File: src/rtl/fp_arb_pkg.sv
// Shared definitions for the fp_add arbiter: FSM states, fp_add flag bit positions
// and rounding-mode encodings common with fp_add.
package fp_arb_pkg;

    typedef enum logic {
        ST_RUN   = 1'b0,
        ST_DRAIN = 1'b1
    } arb_state_t;

    // Bit positions within fp_add flags {ov, un, inv, inexact, done}
    localparam int FLAG_DONE    = 0;
    localparam int FLAG_INEXACT = 1;
    localparam int FLAG_INV     = 2;
    localparam int FLAG_UN      = 3;
    localparam int FLAG_OV      = 4;

    localparam logic [2:0] RM_RNE = 3'd0;
    localparam logic [2:0] RM_RZ  = 3'd1;
    localparam logic [2:0] RM_RD  = 3'd2;
    localparam logic [2:0] RM_RU  = 3'd3;
    localparam logic [2:0] RM_RNA = 3'd4;

    function automatic logic flags_exc(input logic [4:0] flags);
        return |flags[FLAG_OV:FLAG_INEXACT];
    endfunction

endpackage

File: src/rtl/rr_arbiter.sv
// Round-robin arbiter: searches from the slot after the last winner, grants one
// requester per cycle and moves its pointer only when a grant is issued.
module rr_arbiter #(
    parameter int NREQ = 4,
    parameter int IDW  = 2
) (
    input  logic            clk,
    input  logic            rst,
    input  logic            enable,
    input  logic [NREQ-1:0] req,
    output logic [NREQ-1:0] grant,
    output logic [IDW-1:0]  grant_id,
    output logic            grant_vld
);

    logic [IDW-1:0] ptr;
    logic [IDW-1:0] idx;

    always_comb begin
        grant     = '0;
        grant_id  = '0;
        grant_vld = 1'b0;
        idx       = '0;
        for (int k = 1; k <= NREQ; k++) begin
            idx = IDW'((int'(ptr) + k) % NREQ);
            if (enable && !grant_vld && req[idx]) begin
                grant[idx] = 1'b1;
                grant_id   = idx;
                grant_vld  = 1'b1;
            end
        end
    end

    // A grant always lands on a set request bit, so a grant is a handshake.
    always_ff @(posedge clk or negedge rst) begin
        if (!rst) begin
            ptr <= IDW'(NREQ - 1);
        end else if (grant_vld) begin
            ptr <= grant_id;
        end
    end

endmodule

File: src/rtl/fp_add_arbiter.sv
// Shares one fp_add among NREQ requesters with round-robin issue, a tag pipeline
// routing results back, and a flush/drain FSM. Define FP_ADD_ARB_PERF_EN for perf counters.
module fp_add_arbiter
    import fp_arb_pkg::*;
#(
    parameter int NREQ    = 4,
    parameter int W       = 32,
    parameter int ADD_LAT = 2,
    parameter int IDW     = 2
) (
    input  logic              clk,
    input  logic              rst,
`ifdef FP_ADD_ARB_PERF_EN
    input  logic              perf_clr,
    output logic [31:0]       perf_issue_cnt,
    output logic [31:0]       perf_exc_cnt,
`endif
    input  logic [NREQ-1:0]   req_valid,
    output logic [NREQ-1:0]   req_ready,
    input  logic [NREQ*W-1:0] req_a,
    input  logic [NREQ*W-1:0] req_b,
    input  logic [NREQ*3-1:0] req_rm,
    input  logic              flush,
    output logic              drained,
    output logic [W-1:0]      add_in1,
    output logic [W-1:0]      add_in2,
    output logic [2:0]        add_round_m,
    output logic              add_enable,
    input  logic [W-1:0]      add_out,
    input  logic [4:0]        add_flags,
    output logic [NREQ-1:0]   rsp_valid,
    output logic [W-1:0]      rsp_data,
    output logic [4:0]        rsp_flags
);

    arb_state_t     state, state_nxt;
    logic           arb_en;
    logic           busy;
    logic           gnt_vld;
    logic [IDW-1:0] gnt_id;
    logic [W-1:0]   sel_a, sel_b;
    logic [2:0]     sel_rm;
    logic [ADD_LAT:0] tag_vld;
    logic [IDW-1:0] tag_id [ADD_LAT+1];

    assign busy = |tag_vld;

    always_ff @(posedge clk or negedge rst) begin
        if (!rst) state <= ST_RUN;
        else      state <= state_nxt;
    end

    always_comb begin
        state_nxt = state;
        drained   = 1'b0;
        arb_en    = 1'b0;
        case (state)
            ST_RUN: begin
                arb_en = !flush;
                if (flush) state_nxt = ST_DRAIN;
            end
            ST_DRAIN: begin
                drained = !busy;
                if (!flush && !busy) state_nxt = ST_RUN;
            end
            default: state_nxt = ST_RUN;
        endcase
    end

    rr_arbiter #(
        .NREQ (NREQ),
        .IDW  (IDW)
    ) u_arb (
        .clk       (clk),
        .rst       (rst),
        .enable    (arb_en),
        .req       (req_valid),
        .grant     (req_ready),
        .grant_id  (gnt_id),
        .grant_vld (gnt_vld)
    );

    always_comb begin
        sel_a  = '0;
        sel_b  = '0;
        sel_rm = '0;
        for (int i = 0; i < NREQ; i++) begin
            if (gnt_id == IDW'(i)) begin
                sel_a  = req_a[i*W +: W];
                sel_b  = req_b[i*W +: W];
                sel_rm = req_rm[i*3 +: 3];
            end
        end
    end

    // Issue stage: operands hold when idle so fp_add sees stable inputs.
    always_ff @(posedge clk or negedge rst) begin
        if (!rst) begin
            add_in1     <= '0;
            add_in2     <= '0;
            add_round_m <= RM_RNE;
            add_enable  <= 1'b0;
        end else begin
            add_enable <= gnt_vld;
            if (gnt_vld) begin
                add_in1     <= sel_a;
                add_in2     <= sel_b;
                add_round_m <= sel_rm;
            end
        end
    end

    // Tag pipeline: stage j tracks the op issued j edges ago; stage ADD_LAT meets add_out.
    always_ff @(posedge clk or negedge rst) begin
        if (!rst) begin
            tag_vld <= '0;
            for (int j = 0; j <= ADD_LAT; j++) tag_id[j] <= '0;
        end else begin
            tag_vld   <= {tag_vld[ADD_LAT-1:0], gnt_vld};
            tag_id[0] <= gnt_id;
            for (int j = 1; j <= ADD_LAT; j++) tag_id[j] <= tag_id[j-1];
        end
    end

    always_comb begin
        rsp_valid = '0;
        if (tag_vld[ADD_LAT]) rsp_valid[tag_id[ADD_LAT]] = 1'b1;
    end

    assign rsp_data  = add_out;
    assign rsp_flags = add_flags;

`ifdef FP_ADD_ARB_PERF_EN
    always_ff @(posedge clk or negedge rst) begin
        if (!rst) begin
            perf_issue_cnt <= '0;
            perf_exc_cnt   <= '0;
        end else if (perf_clr) begin
            perf_issue_cnt <= '0;
            perf_exc_cnt   <= '0;
        end else begin
            if (gnt_vld) perf_issue_cnt <= perf_issue_cnt + 32'd1;
            if (tag_vld[ADD_LAT] && flags_exc(add_flags)) perf_exc_cnt <= perf_exc_cnt + 32'd1;
        end
    end
`endif

endmodule

File: config.mk
export PLATFORM = sky130hd
export DESIGN_NAME = fp_add_arbiter
export DESIGN_NICKNAME = d
export VERILOG_FILES = /design/src/rtl/fp_arb_pkg.sv /design/src/rtl/rr_arbiter.sv /design/src/rtl/fp_add_arbiter.sv
export SDC_FILE = /design/constraint.sdc
export NUM_CORES = 1
export LEC_CHECK = 0
export CORE_AREA = 2 2 167 169
export CTS_BUF_LIST = sky130_fd_sc_hd__clkbuf_16
export CTS_CLUSTER_DIAMETER = 100
export DETAILED_ROUTE_END_ITERATION = 16
export DIE_AREA = 0 0 169 171
export DONT_BUFFER_PORTS = 1
export SLEW_MARGIN = 20
export SYNTH_ARGS = -nofsm -noshare
export SYNTH_HDL_FRONTEND = slang
export SYNTH_HIERARCHICAL = 1
export SYNTH_SLANG_ARGS = --single-unit
File: constraint.sdc
create_clock -name clk -period 7.25 [get_ports clk]
set_input_delay 1.45 -clock clk [delete_from_list [all_inputs] [get_ports clk]]
set_output_delay 1.45 -clock clk [all_outputs]
set_load 0.01 [all_outputs]
==> metrics list <==
* Status: complete, no violations
- Core area: around 0.027 mm²
- Shortest period the worst path allows: ~4.3 ns
* Required @ worst endpoint: 5.80 ns
- In the final layout, the share of cells above drive strength 1 is 0.0743.
- Synthesis instantiated 44 different standard cells from the library.
- Per-cell routed wire length: about 20 µm
* IO Pins: between 400 and 500
- For the pin with the worst max-slew slack, the measured transition is 0.872 ns.
- Max Slew Vio Count: 0
* Crit path max-delay family: simple AND/OR/NAND/NOR gates
- Horizontal die dimension: roughly 170 µm
- Across the routed clock network, the largest skew measured is between 0.009 and 0.01 ns.
- Buffers on Ports: 0
* Total global routing track utilization: 0.0991
- The worst setup path is captured at an output port.
* Global-route wire length before repair: around 22 mm
- Walking the worst path, the cells encountered are nor2_1 -> nor2b_1 -> nand2_1 -> o211a_1 -> a221o_1.
- Max-capacitance violation count: 0
- In this run, CTS created clock tree buffers numbering 9.
- Dividing total power by cell area gives a power density of slightly below 400 mW/mm².
- In this run, synthesis inferred 0 flip-flops with an integrated enable.
- For this run, asynchronously set or reset flops after synthesis account for 1.00.
- Gr ovfl total: 0
- The filler cells instantiated in the layout total roughly 3,000.
- Initial core utilization: 0.202
- Number of buffers inserted for hold repair after clock tree synthesis: 0
- The min-delay analysis places its worst path in the category reg2reg.
- Final setup TNS: 0 ns
- After the last flow step, the layout net total stands at between 700 and 800.
* Post-layout total power: 2.24 mW
- Count of buffers added by post-CTS timing repair for setup: 0
- Clock tree synthesis selected as its root buffer the cell sky130_fd_sc_hd__clkbuf_16.
- The number of antenna violations at the first check in global routing came to 0.
- Routability-driven placement finished with a final weighted congestion of around 0.78.
- Worst-case setup slack after placement: 2.37 ns
- Slack of the critical path: a little under 3 ns
- Vias per std cell: slightly below 5
- Clock slew at the register clock pins of the worst setup and hold paths: around 0.060 ns
- Clock tree from TritonCTS: built
* Post-synthesis register bit count: 79
- Number of gates resized after cts: 0
- With fillers left out, the area of the finished cells amounts to between 0.005 and 0.006 mm².
- Entering global routing, the biggest net connects 80 pins.
* Worst endpoint data arrival time: between 2 and 3 ns
* Post-synthesis instance area: about 0.0055 mm²
* DRT Wirelength: between 15 and 20 mm
- Clk Latency, worst-skew pair: about 0.34 ns
* Number of setup violations in the final report: 0
* Mapped Avg Cell Area: 11.1 µm²
- Die area: 0.0289 mm²
- Achievable Freq: 0.231 GHz
- Counting tap cells, the placed design contains a total of roughly 770 instances.
* Area post-placement: 0.00542 mm²
- In this run the vertical extent of the chip is roughly 170 µm.
- Remaining antenna violation count: 0
- In the finished design, the share of the clock period the worst path needs comes to 0.596.
* Cell at the slowest stage of the critical path: sky130_fd_sc_hd__nor2_1
* Growth of design area from synthesis to finish: 3.78%
* Area leader, netlist: sky130_fd_sc_hd__dfrtp_1
- Element type at the critical path start: primary input
- VDD sags by at most roughly 0.12 mV.
- Sum of buffers and inverters on the critical path: 0
- Mapped Cells: 500
- Setup repair after global routing left no endpoint under its margin.
- The final count of hold timing violations came to 0.
- Number of global-route vias before repair: approximately 3,700
- Utilization after layout: 0.210
- The worst setup path is of the in2out kind.
- Top cells by area in the synthesized netlist: sky130_fd_sc_hd__dfrtp_1, sky130_fd_sc_hd__mux2i_1, sky130_fd_sc_hd__o221ai_1
- The first TritonRoute pass finished after 4 iterations.
- Clk sinks: ~80
- Site row count: about 60
- The number of nets handed over by synthesis was just over 800.
* Primary FF master, synth: sky130_fd_sc_hd__dfrtp_1
- Max-slew headroom at the worst pin: 0.418
- For this run, the slowest stage of the critical path takes 0.51 ns.
- The H-tree was split into 3 levels.
* Sequential-to-total area share from yosys stat: 0.358
* Maximum buffer depth of the clock tree: 2
* Share of the synthesized area in the top cell type: 0.348
- HPWL reported at the end of detailed placement: 11.7 mm
* Diode count: 0
- Detailed router's first-iteration violation count: around 210
* Count of unresolved DRC violations after routing: 0
- Summed over all cells, the static leakage comes to slightly above 2 nW.
- Yosys printed 6 warnings.
* Number of standard cells in the layout, taps in and fillers out: 790
- Worst Hold Margin: 0.347 ns
- Of all nets on the critical path, the largest fanout is 12.
* Vias: 3,865
## layer usage
layer	share of wire	track usage	vias to the layer above
met5	0	0	-
met4	0.034	0.0494	0
met3	0.10	0.0407	29
met2	0.48	0.162	259
met1	0.38	0.112	1845
li1	-	-	1732
## cells in the final DEF, fill, tap and decap left out, types with 3 or more instances in the layout
cell type                   synthesis  layout
sky130_fd_sc_hd__a21oi_1            4       4
sky130_fd_sc_hd__a221o_1            4       4
sky130_fd_sc_hd__a31o_1             4       4
sky130_fd_sc_hd__and3_1             5       5
sky130_fd_sc_hd__buf_4             40       3
sky130_fd_sc_hd__clkbuf_16          0       9
sky130_fd_sc_hd__dfrtp_1           77      77
sky130_fd_sc_hd__ha_1               7       7
sky130_fd_sc_hd__inv_1              4       5
sky130_fd_sc_hd__mux2_2             3       3
sky130_fd_sc_hd__mux2i_1          134     134
sky130_fd_sc_hd__nand2_1            6       4
sky130_fd_sc_hd__nand2b_1          69      69
sky130_fd_sc_hd__nand3b_1           3       3
sky130_fd_sc_hd__nor2_1             6       6
sky130_fd_sc_hd__o221ai_1          69      69
## registers in the layout (all words and copies together), names as in the netlist
signal	cells
tag_id	6
add_round_m	3
tag_vld	3
add_in1	32
add_in2	32
state	1
u_arb/ptr	2
## area by class of cell
type	instances	area [µm²]	share of cell area
repair buffers	4	33.8	0.00589
flip-flops and latches	79	1980	0.345
well taps	346	433	0.0754
clock inverters	7	87.6	0.0153
clock buffers	9	225	0.0392
inverters	4	15.0	0.00262
multi-input cells	341	2960	0.517
## synthesized netlist by cell type, drive strengths merged, types with 2 or more instances
cell    count
and3        5
nand2       6
nor2        6
o21ai       2
nand2b     70
dfrtp      77
and2        2
mux2i     135
a31o        4
a21oi       4
dfstp       2
ha          7
inv         4
and3b       2
o221ai     69
a221o       4
buf        57
mux2        6
or3         2
clkbuf     19
nand3b      3
## power breakdown
part,internal [mW],switching [mW],total [mW]
Combinational,0.411,0.430,0.841
Clock,0.300,0.192,0.492
Sequential,0.649,0.262,0.910
Total,1.36,0.884,2.24
## path summary, 6_finish.rpt
| kind | startpoint | end | slack (ns) | cells past startpoint |
|---|---|---|---|---|
| worst min register to register | tag_id[4] | tag_id[2] | 0.35 | 0 |
| min in group asynchronous | rst | add_in1[18] | 0.80 | 0 |
| worst max register to register | u_arb/ptr[0] | add_in1[10] | 3.22 | 8 |
| worst min-delay path | tag_id[4] | tag_id[2] | 0.35 | 0 |
| max in group asynchronous | rst | u_arb/ptr[0] | 6.24 | 0 |
| worst max-delay path | flush | req_ready[1] | 2.93 | 5 |
## kinds of logic after synthesis
logic type	after synthesis	share of synthesized area
and+or+nand+nor	100	0.110
AOI/OAI and AO/OA	91	0.142
muxes	142	0.263
adders and majority gates	7	0.0158
xor gates and xnor gates	1	0.00158
buffers and inverters	80	0.109
DFF	79	0.358
(Power assumes the default switching activity.)
